`src/rtl/clock_pkg.sv`:
```
// Shared constants for the multimodal digital clock: display modes, field widths and limits.
package clock_pkg;

    typedef enum logic [1:0] {
        MODE_OTHER0 = 2'b00,
        MODE_CLOCK  = 2'b01,
        MODE_SET    = 2'b10,
        MODE_OTHER3 = 2'b11
    } mode_e;

    localparam int SEC_W = 6;
    localparam int MIN_W = 6;
    localparam int HR_W  = 4;

    localparam logic [SEC_W-1:0] SEC_MAX = SEC_W'(59);
    localparam logic [MIN_W-1:0] MIN_MAX = MIN_W'(59);
    localparam logic [HR_W-1:0]  HR_MAX  = HR_W'(12);
    localparam logic [HR_W-1:0]  HR_MIN  = HR_W'(1);

endpackage

```
`src/rtl/edge_rise.sv`:
```
// Rising-edge detector for a synchronous, debounced button level.
module edge_rise (
    input  logic clk,
    input  logic reset,
    input  logic in,
    output logic rise
);

    logic r_q;

    always_ff @(posedge clk or negedge reset) begin
        if (!reset) r_q <= 1'b0;
        else        r_q <= in;
    end

    assign rise = in & ~r_q;

endmodule

```
`src/rtl/time_keeper_12h.sv`:
```
// Free-running 12-hour timekeeper with set mode. Define EXT_TICK_EN to take the
// 1 Hz tick from the tick_1hz port instead of the internal TICK_DIV prescaler.
module time_keeper_12h
    import clock_pkg::*;
#(
    parameter int TICK_DIV = 100_000_000
) (
    input  logic             clk,
    input  logic             reset,
    input  logic [1:0]       mode,
    input  logic             inc_hr,
    input  logic             inc_min,
`ifdef EXT_TICK_EN
    input  logic             tick_1hz,
`endif
    output logic [SEC_W-1:0] sec,
    output logic [MIN_W-1:0] min,
    output logic [HR_W-1:0]  hr,
    output logic             AP,
    output logic             sec_tick
);

    localparam logic [HR_W-1:0] HR_PRE_NOON = HR_MAX - 1'b1;

    logic [SEC_W-1:0] r_sec;
    logic [MIN_W-1:0] r_min;
    logic [HR_W-1:0]  r_hr;
    logic             r_ap;
    logic             r_sec_tick;

    logic w_set, w_tick, w_rise_hr, w_rise_min;
    logic w_sec_wrap, w_min_wrap, w_step_min, w_step_hr;

    function automatic logic [MIN_W-1:0] min_next(input logic [MIN_W-1:0] m);
        return (m == MIN_MAX) ? '0 : m + 1'b1;
    endfunction

    function automatic logic [HR_W-1:0] hr_next(input logic [HR_W-1:0] h);
        return (h == HR_MAX) ? HR_MIN : h + 1'b1;
    endfunction

    assign w_set = (mode == MODE_SET);

`ifdef EXT_TICK_EN
    assign w_tick = tick_1hz & ~w_set;
`else
    localparam int CNT_W = (TICK_DIV > 2) ? $clog2(TICK_DIV) : 1;
    localparam logic [CNT_W-1:0] CNT_LAST = CNT_W'(TICK_DIV - 1);

    logic [CNT_W-1:0] r_cnt;

    // Held at zero in set mode so the first tick after leaving it is a full period away.
    always_ff @(posedge clk or negedge reset) begin
        if (!reset)                        r_cnt <= '0;
        else if (w_set || r_cnt == CNT_LAST) r_cnt <= '0;
        else                               r_cnt <= r_cnt + 1'b1;
    end

    assign w_tick = ~w_set & (r_cnt == CNT_LAST);
`endif

    edge_rise u_rise_hr (
        .clk   (clk),
        .reset (reset),
        .in    (inc_hr),
        .rise  (w_rise_hr)
    );

    edge_rise u_rise_min (
        .clk   (clk),
        .reset (reset),
        .in    (inc_min),
        .rise  (w_rise_min)
    );

    assign w_sec_wrap = (r_sec == SEC_MAX);
    assign w_min_wrap = (r_min == MIN_MAX);

    // Button steps never carry; running carries ripple in one cycle so midnight wraps atomically.
    assign w_step_min = w_set ? w_rise_min : (w_tick & w_sec_wrap);
    assign w_step_hr  = w_set ? w_rise_hr  : (w_tick & w_sec_wrap & w_min_wrap);

    always_ff @(posedge clk or negedge reset) begin
        if (!reset) begin
            r_sec      <= '0;
            r_min      <= '0;
            r_hr       <= HR_MAX;
            r_ap       <= 1'b0;
            r_sec_tick <= 1'b0;
        end else begin
            r_sec_tick <= w_tick;
            if (w_set)
                r_sec <= '0;
            else if (w_tick)
                r_sec <= w_sec_wrap ? '0 : r_sec + 1'b1;
            if (w_step_min)
                r_min <= min_next(r_min);
            if (w_step_hr) begin
                r_hr <= hr_next(r_hr);
                if (r_hr == HR_PRE_NOON)
                    r_ap <= ~r_ap;
            end
        end
    end

    assign sec      = r_sec;
    assign min      = r_min;
    assign hr       = r_hr;
    assign AP       = r_ap;
    assign sec_tick = r_sec_tick;

endmodule

```
`config.mk`:
```
export PLATFORM = sky130hd
export DESIGN_NAME = time_keeper_12h
export DESIGN_NICKNAME = d
export VERILOG_FILES = /design/src/rtl/clock_pkg.sv /design/src/rtl/edge_rise.sv /design/src/rtl/time_keeper_12h.sv
export SDC_FILE = /design/constraint.sdc
export NUM_CORES = 1
export LEC_CHECK = 0
export CAP_MARGIN = 10
export CORE_AREA = 4 4 76 78
export CTS_BUF_LIST = sky130_fd_sc_hd__clkbuf_16
export CTS_CLUSTER_DIAMETER = 80
export CTS_CLUSTER_SIZE = 12
export DETAILED_ROUTE_END_ITERATION = 16
export DIE_AREA = 0 0 80 82
export PLACE_DENSITY = 0.78
export SLEW_MARGIN = 30
export SYNTH_ARGS = -nofsm -noshare
export SYNTH_HDL_FRONTEND = slang
export SYNTH_HIERARCHICAL = 1
export SYNTH_SLANG_ARGS = --single-unit
```
`constraint.sdc`:
```
create_clock -name clk -period 4.7 [get_ports clk]
set_input_delay 0.94 -clock clk [delete_from_list [all_inputs] [get_ports clk]]
set_output_delay 0.94 -clock clk [all_outputs]
set_load 0.03 [all_outputs]
```
==> results of run 1 <==
-- stage by stage --
step	worst slack [ps]	power, mW	area (um2)	utilization
2_1_floorplan	2519	0.6406	2345	-
3_3_place_gp	2022	0.7240	2635	0.5192
3_5_place_dp	1971	0.7294	2644	0.5210
4_1_cts	2214	1.069	2784	0.5486
5_1_grt	2089	1.118	2790	0.5498
6_report	2226	1.056	2790	0.5498
-- flip-flops by register name, indices dropped and copies added (netlist names) --
register	count
AP	1
hr	4
min	6
r_cnt	27
sec	6
sec_tick	1
u_rise_hr/r_q	1
u_rise_min/r_q	1
-- Yosys cell counts, drive strengths merged (3+ instances only) --
cell type	n	area [um2]
a21o	3	22.52
and3	7	45.05
clkbuf	3	11.26
dfrtp	45	1126
ha	5	62.56
inv	4	15.01
nand2	23	86.33
nand3	15	75.07
nand4	8	65.06
nor2	40	157.6
nor2b	5	46.30
nor3	4	20.02
nor4	3	18.77
o21ai	10	50.04
xnor2	10	87.58
xor2	18	157.7
-- area by class of cell --
type	count	area share
tap	70	0.03139
multi-input combinational	177	0.4090
clock buffer	5	0.04484
inverter	4	0.005381
clock inverter	3	0.005381
timing repair buffer	23	0.08161
sequential	47	0.4224
-- where the power goes --
group	leakage [nW]	internal [mW]	switching, mW
registers	0.629	0.451	0.0491
clock network	0.0733	0.194	0.143
logic	0.562	0.101	0.117
total	1.26	0.746	0.310
-- routing by layer --
metal	global-route usage	vias to the layer above	share of wire
met5	0	-	0
met4	0.04392	0	0.010
met3	0.03289	6	0.049
met2	0.2450	34	0.46
met1	0.1918	825	0.48
li1	-	845	-
-- final timing paths --
path | end | slack (ps) | from
min | AP | 480 | AP
min reg2reg | AP | 480 | AP
max reg2reg | r_cnt[16] | 2530 | r_cnt[0]
max | hr[2] | 2230 | hr[2]
min in group asynchronous | min[4] | 650 | reset
max in group asynchronous | r_cnt[5] | 3640 | reset
-- cell families after synthesis --
family | Yosys count | synth area share
xor gates and xnor gates | 28 | 0.1046
adders and majority gates | 5 | 0.02668
and+or+nand+nor | 118 | 0.2700
DFF | 47 | 0.5027
buffers and inverters | 8 | 0.01601
muxes | 3 | 0.01387
AOI/OAI and AO/OA | 23 | 0.06617
==> flow_summary.ini, run 1 <==
[critical_path]
setup.worst_path.end_class = output pin
cp.required_ps = 3760
start_kind = flip-flop
cp.depth = 1
cp_max_fo = 7
critical_path_class = reg -> out
cpPeakStageDelay_ps = 680
path_buf_inv = 1
cp_cell_sequence = clkdlybuf4s50_1
cp_slowest_cell = clkdlybuf4s50_1
critPathTopFamily = buffers and inverters
r2r_cells = 6
cp_data_arrival_time_ps = 1530

[timing]
min_period_ps = 2474
final.setup.tns_ps = 0
slew_headroom = 0.4285
period_share = 0.5264
slew_violations = 0
fmax_mhz = 404.2
finalHoldViolations = 0
worst_clock_skew_ps = 4.962
whs_ps = 484.5
rsz0062_at_grt = false
finalSetupViolCount = 0
tightest_slew_ps = 855.2

[logic_synthesis]
netlist_instances = 232
ys_seq_area_frac = 0.5027
ys_warn_count = 6
syn-num-nets = 243
syn_area_per_cell_um2 = 10.11
synthFlopType = dfrtp_1
synth-edff-count = 0
ys_ff_latch = 47
async_flop_share = 1.000
synth.distinct_cells = 44
netlist_area_um2 = 2345

[cts]
clock-sinks = 47
clockBufferDepth = 2
post_cts_resized = 0
root_buffer = clkbuf_16
postCtsHoldBufs = 0
cts_inserted_buffers = 5
cts_setup_buffers = 0
clk_pin_slew_ps = 60
cts_tree = yes
clock_latency_ps = 280
h-tree-depth = 2

[final_layout]
finish.net_count = 269
drive_above_1_share = 0.08880
multi_input_area_um2 = 1141
area_growth_pct = 19.00
antennaDiodeCount = 0
instances_no_fill = 329
final_cell_mix = dfrtp_1 (45), nor2_1 (39), nand2_1 (23), clkdlybuf4s50_1 (22), xor2_1 (18)
layout_commonest_cell = dfrtp_1
fillers = 448
ff_latch_area_um2 = 1179

[floorplanning]
coreArea_um2 = 5075
start_util = 0.4620
rows = 26
die_x_um = 80
die_h_um = 82
design.die.area_um2 = 6560
pin_count = 24

[placed_design]
gp_congestion = 0.7900
place_hpwl_mm = 2.926
placed_cells = 321
port_buffers = 23

[global_route]
grt_usage = 0.1470
grt_pass1_vias = 1717
antenna_found_initial = 0
overflow = 0
grt_start_max_net_pins = 48
grt_first_pass_wirelength_mm = 7.728

[hold_path]
whs_path_depth = 1
hold_class = reg -> reg

[drt]
vias = 1710
ant_nets = 0
firstDrtPassIters = 4
routedWlPerCell_um = 12.76
wl_mm = 4.198
avgViaCountPerCell = 5.198
drt_first_iter_violations = 114
drc = 0

[power]
ir_drop_mv = 0.1851
power_density_nw_per_um2 = 378.4
p_leak_nw = 1.264

[status]
status = finished clean

[flow_run]
cap_violations = 0
No activity file was read; power rests on OpenSTA's default activity.
==> run 2, diff against run 1 <==
--- a/config.mk
+++ b/config.mk
@@ -12,7 +12,7 @@
 export CTS_CLUSTER_SIZE = 12
 export DETAILED_ROUTE_END_ITERATION = 16
 export DIE_AREA = 0 0 80 82
-export PLACE_DENSITY = 0.78
+export PLACE_DENSITY = 0.8
 export SLEW_MARGIN = 30
 export SYNTH_ARGS = -nofsm -noshare
 export SYNTH_HDL_FRONTEND = slang
==> constraint.sdc (replaced) <==
create_clock -name clk -period 2.2 [get_ports clk]
set_input_delay 0.44 -clock clk [delete_from_list [all_inputs] [get_ports clk]]
set_output_delay 0.44 -clock clk [all_outputs]
set_load 0.03 [all_outputs]
==> run 2 against run 1 <==
Effect of this change: wire length up 5.3%; utilization up 1.1 points; count of clock-buffer cells in the layout unchanged; worst hold slack worse by 250 ps; non-clock buffer count up 9; largest cell class unchanged; highest routed layer unchanged.
==> flow_summary.ini, run 2 (synthesis gave the netlist of run 1 again) <==
[status]
status = finished clean

[global_route]
grt_pass1_vias = 1692
grt_usage = 0.1551
grt_start_max_net_pins = 48
antenna_found_initial = 0
overflow = 0
grt_first_pass_wirelength_mm = 7.921

[critical_path]
cp.required_ps = 2430
r2r_cells = 7
cp_data_arrival_time_ps = 2290
setup.worst_path.end_class = flip-flop
start_kind = flip-flop
r2r_setup_slack_ps = 140
r2r-start = r_cnt[0]
reg2reg_to = min[5]
critical_path_class = reg -> reg
cp_max_fo = 10

[final_layout]
area_growth_pct = 21.34
largest_reg_flops = 27
layout_commonest_cell = dfrtp_1
final_area_um2 = 2845
finish.net_count = 278
drive_above_1_share = 0.1082
antennaDiodeCount = 0
instances_no_fill = 338
regMostFlops = r_cnt
final_cell_mix = dfrtp_1 (45), nor2_1 (39), nand2_1 (23), clkdlybuf4s50_1 (22), xor2_1 (18)

[drt]
vias = 1777
routedWlPerCell_um = 13.08
drc = 0
wl_mm = 4.420
ant_nets = 0
avgViaCountPerCell = 5.257
drt_first_iter_violations = 143
firstDrtPassIters = 4

[timing]
setup_ws_ps = 138.0
rsz0062_at_grt = false
final.setup.tns_ps = 0
fmax_mhz = 485.0
worst_clock_skew_ps = 11.26
finalHoldViolations = 0
tightest_slew_ps = 591.3
slew_headroom = 0.6058
period_share = 0.9373
min_period_ps = 2062
finalSetupViolCount = 0
slew_violations = 0

[cts]
cts_setup_buffers = 0
root_buffer = clkbuf_16
cts_tree = yes
h-tree-depth = 2
cts_inserted_buffers = 5
postCtsHoldBufs = 0
clock-sinks = 47
clockBufferDepth = 2
clk_pin_slew_ps = 70
clock_latency_ps = 290
post_cts_resized = 0

[power]
pwr-share-clk = 0.320
p_comb_frac = 0.212
p_leak_nw = 1.311
total_power_mw = 2.290
ir_drop_mv = 0.3904
p_seq_frac = 0.468
power_density_nw_per_um2 = 804.9
power.net_switching_mw = 0.6868
swShare = 0.2999
p_int_mw = 1.603

[flow_run]
cap_violations = 0

[floorplanning]
design.die.area_um2 = 6560
pin_count = 24
rows = 26
die_h_um = 82
coreArea_um2 = 5075
die_x_um = 80
start_util = 0.4620

[placed_design]
port_buffers = 23
place_hpwl_mm = 3.062
placed_cells = 330
pre_cts_ws_ps = 152.4
postPlaceCellArea_um2 = 2703
gp_congestion = 0.7905

[hold_path]
hold_class = in -> async
==> run 2: changes by cell type in the layout (fill, tap and decap cells not counted) <==
cell      previous run  this run
buf_4                1         9
buf_2                0         1
nor4_2               2         0
clkinv_4             0         1
inv_1                4         5
clkinv_2             3         1
nor4_1               1         3
==> run 2: worst max-delay path by stage <==
stage,from,endpoint,depth (start not counted)
2_1_floorplan,min[0],AP,7
3_3_place_gp,mode[0],min[5],6
3_5_place_dp,r_cnt[0],min[5],7
4_1_cts,r_cnt[0],min[5],7
5_1_grt,r_cnt[0],min[5],7
6_report,r_cnt[0],min[5],7
==> run 2: critical path: stages, from the launching register on <==
cell	delay (ps)
dfrtp_1	390
ha_1	190
nand3_1	220
nor2_4	240
nand3b_4	110
o2bb2a_4	270
or4_1	500
nand2_1	80
==> run 2: power groups by stage <==
stage	registers (mW)	logic (mW)	clock network [mW]
6_report	1.07	0.485	0.733
2_1_floorplan	1.18	0.188	0
5_1_grt	1.09	0.526	0.783
3_3_place_gp	1.08	0.472	0
3_5_place_dp	1.09	0.492	0
4_1_cts	1.07	0.493	0.750
==> run 2: layer usage <==
layer | global-route usage | up-vias | part of all wire | wire [um]
li1 | - | 871 | - | -
met1 | 0.1916 | 869 | 0.46 | 2030
met2 | 0.2591 | 32 | 0.48 | 2137
met3 | 0.04715 | 5 | 0.043 | 189
met4 | 0.05236 | 0 | 0.014 | 63
met5 | 0 | - | 0 | 0
==> run 2: cell type report <==
type / count / area, um2
Multi-Input combinational cell: 177 / 1129
Timing Repair Buffer: 32 / 292.8
Fill cell: 431 / 2230
Inverter: 4 / 15.01
Tap cell: 70 / 87.58
Clock inverter: 3 / 17.52
Clock buffer: 5 / 125.1
Sequential cell: 47 / 1179
==> run 2: stage by stage <==
stage / util / hold WS [ps]
final: 0.5607 / 233.2
after global routing: 0.5607 / 290.5
after CTS: 0.5607 / 263.7
after detailed placement: 0.5325 / 467.0
after global placement: 0.5325 / 460.9
after floorplan: - / 144.4
==> run 3, diff against run 2 <==
--- a/config.mk
+++ b/config.mk
@@ -5,6 +5,7 @@
 export SDC_FILE = /design/constraint.sdc
 export NUM_CORES = 1
 export LEC_CHECK = 0
+export ABC_CLOCK_PERIOD_IN_PS = 2200
 export CAP_MARGIN = 10
 export CORE_AREA = 4 4 76 78
 export CTS_BUF_LIST = sky130_fd_sc_hd__clkbuf_16
@@ -13,6 +14,7 @@
 export DETAILED_ROUTE_END_ITERATION = 16
 export DIE_AREA = 0 0 80 82
 export PLACE_DENSITY = 0.8
+export REMOVE_ABC_BUFFERS = 1
 export SLEW_MARGIN = 30
 export SYNTH_ARGS = -nofsm -noshare
 export SYNTH_HDL_FRONTEND = slang
==> run 3 against run 2 <==
Effect of this change: register-to-register slack hardly changed; clock power is 2% lower; utilization hardly changed; first-iteration DRC count is 41% lower; global-route usage is 0.88 points higher; worst setup slack better by 0.98 ps; sequential cell count stayed put; final cell count is 0.30% lower; die area stayed put; wire length is 0.68% higher; critical path type unchanged; highest routed layer unchanged.
==> flow_summary.ini, run 3 (synthesis gave the netlist of run 1 again) <==
[timing]
setup_ws_ps = 139.0
slew_violations = 0
finalHoldViolations = 0
tightest_slew_ps = 571.3
worst_clock_skew_ps = 7.627
final.setup.tns_ps = 0
period_share = 0.9368
min_period_ps = 2061
fmax_mhz = 485.2
finalSetupViolCount = 0
slew_headroom = 0.6191
rsz0062_at_grt = false

[cts]
root_buffer = clkbuf_16
cts_tree = yes
clock_latency_ps = 290
clk_pin_slew_ps = 60
cts_inserted_buffers = 5
post_cts_resized = 0
clock-sinks = 47
postCtsHoldBufs = 0
h-tree-depth = 2
clockBufferDepth = 2
cts_setup_buffers = 0

[critical_path]
path_buf_inv = 0
cpPeakStageDelay_ps = 510
cp_max_fo = 10
critical_path_class = reg -> reg
setup.worst_path.end_class = flip-flop
cp_data_arrival_time_ps = 2280
cp.required_ps = 2420
r2r_cells = 6
cp.depth = 6
cp_slowest_cell = or4_1
cp_cell_sequence = nor4_1 -> nand4_1 -> nand3b_4 -> o2bb2a_4 -> or4_1 -> nand2_1
critPathTopFamily = simple AND/OR/NAND/NOR gates
start_kind = flip-flop

[final_layout]
antennaDiodeCount = 0
final_area_um2 = 2844
regMostFlops = r_cnt
instances_no_fill = 337
fillers = 465
area_growth_pct = 21.29
drive_above_1_share = 0.09738
final_cell_mix = dfrtp_1 (45), nor2_1 (39), nand2_1 (23), clkdlybuf4s50_1 (22), xor2_1 (18)
finish.net_count = 277
largest_reg_flops = 27
layout_commonest_cell = dfrtp_1

[global_route]
grt_usage = 0.1640
grt.met3_usage = 0.03728
grt_pass1_vias = 1824
antenna_found_initial = 0
grt_start_max_net_pins = 26
busiest_layer = met2
grt_use_met2 = 0.2765
overflow = 0
grt_use_met1 = 0.2081
grt_first_pass_wirelength_mm = 8.369

[power]
swShare = 0.2957
p_int_mw = 1.597
p_seq_frac = 0.473
power.net_switching_mw = 0.6706
power_density_nw_per_um2 = 797.3
p_comb_frac = 0.212
ir_drop_mv = 0.3579
p_leak_nw = 1.306
pwr-share-clk = 0.315

[drt]
firstDrtPassIters = 4
drc = 0
ant_nets = 0
routedWlPerCell_um = 13.20
vias = 1763
drt_first_iter_violations = 84
avgViaCountPerCell = 5.231
wl_mm = 4.450

[floorplanning]
start_util = 0.4620
die_x_um = 80
rows = 26
design.die.area_um2 = 6560
die_h_um = 82
coreArea_um2 = 5075
pin_count = 24

[flow_run]
cap_violations = 0

[placed_design]
placed_cells = 329
pre_cts_ws_ps = 110.7
postPlaceCellArea_um2 = 2708
gp_congestion = 0.8455
port_buffers = 23
place_hpwl_mm = 3.108

[status]
status = finished clean

[hold_path]
hold_class = in -> async
==> run 3: through the flow <==
stage / util / hold slack [ps] / power, mW
floorplan: - / 144.4 / 1.367
global placement: 0.5335 / 461.1 / 1.556
detailed placement: 0.5335 / 464.5 / 1.572
CTS: 0.5604 / 171.5 / 2.287
global route: 0.5604 / 206.8 / 2.380
finish: 0.5604 / 145.3 / 2.268
==> run 3: power by group through the flow <==
| stage | clock [mW] | sequential (mW) | combinational [mW] |
|---|---|---|---|
| 4_1_cts | 0.723 | 1.07 | 0.489 |
| 2_1_floorplan | 0 | 1.18 | 0.186 |
| 6_report | 0.715 | 1.07 | 0.480 |
| 5_1_grt | 0.752 | 1.09 | 0.535 |
| 3_3_place_gp | 0 | 1.08 | 0.473 |
| 3_5_place_dp | 0 | 1.09 | 0.484 |
==> run 3: routing by layer <==
layer  up-vias  wire length (um)
li1        865                 -
met1       865              2075
met2        26              2143
met3         7               159
met4         0                72
met5         -                 0
==> run 3: final cells by class <==
type / count / area, um2 / area share
Sequential cell: 47 / 1179 / 0.4144
Multi-Input combinational cell: 177 / 1129 / 0.3968
Timing Repair Buffer: 31 / 297.8 / 0.1047
Clock buffer: 5 / 125.1 / 0.04399
Tap cell: 70 / 87.58 / 0.03080
Inverter: 4 / 15.01 / 0.005279
Clock inverter: 3 / 11.26 / 0.003960
==> run 3: path summary, 6_finish.rpt <==
path,to,slack (ps),startpoint
max reg2reg,min[5],140,r_cnt[11]
min in group clk,AP,470,AP
max,min[5],140,r_cnt[11]
max in group asynchronous,r_cnt[11],1530,reset
min,hr[0],150,reset
min reg2reg,AP,470,AP
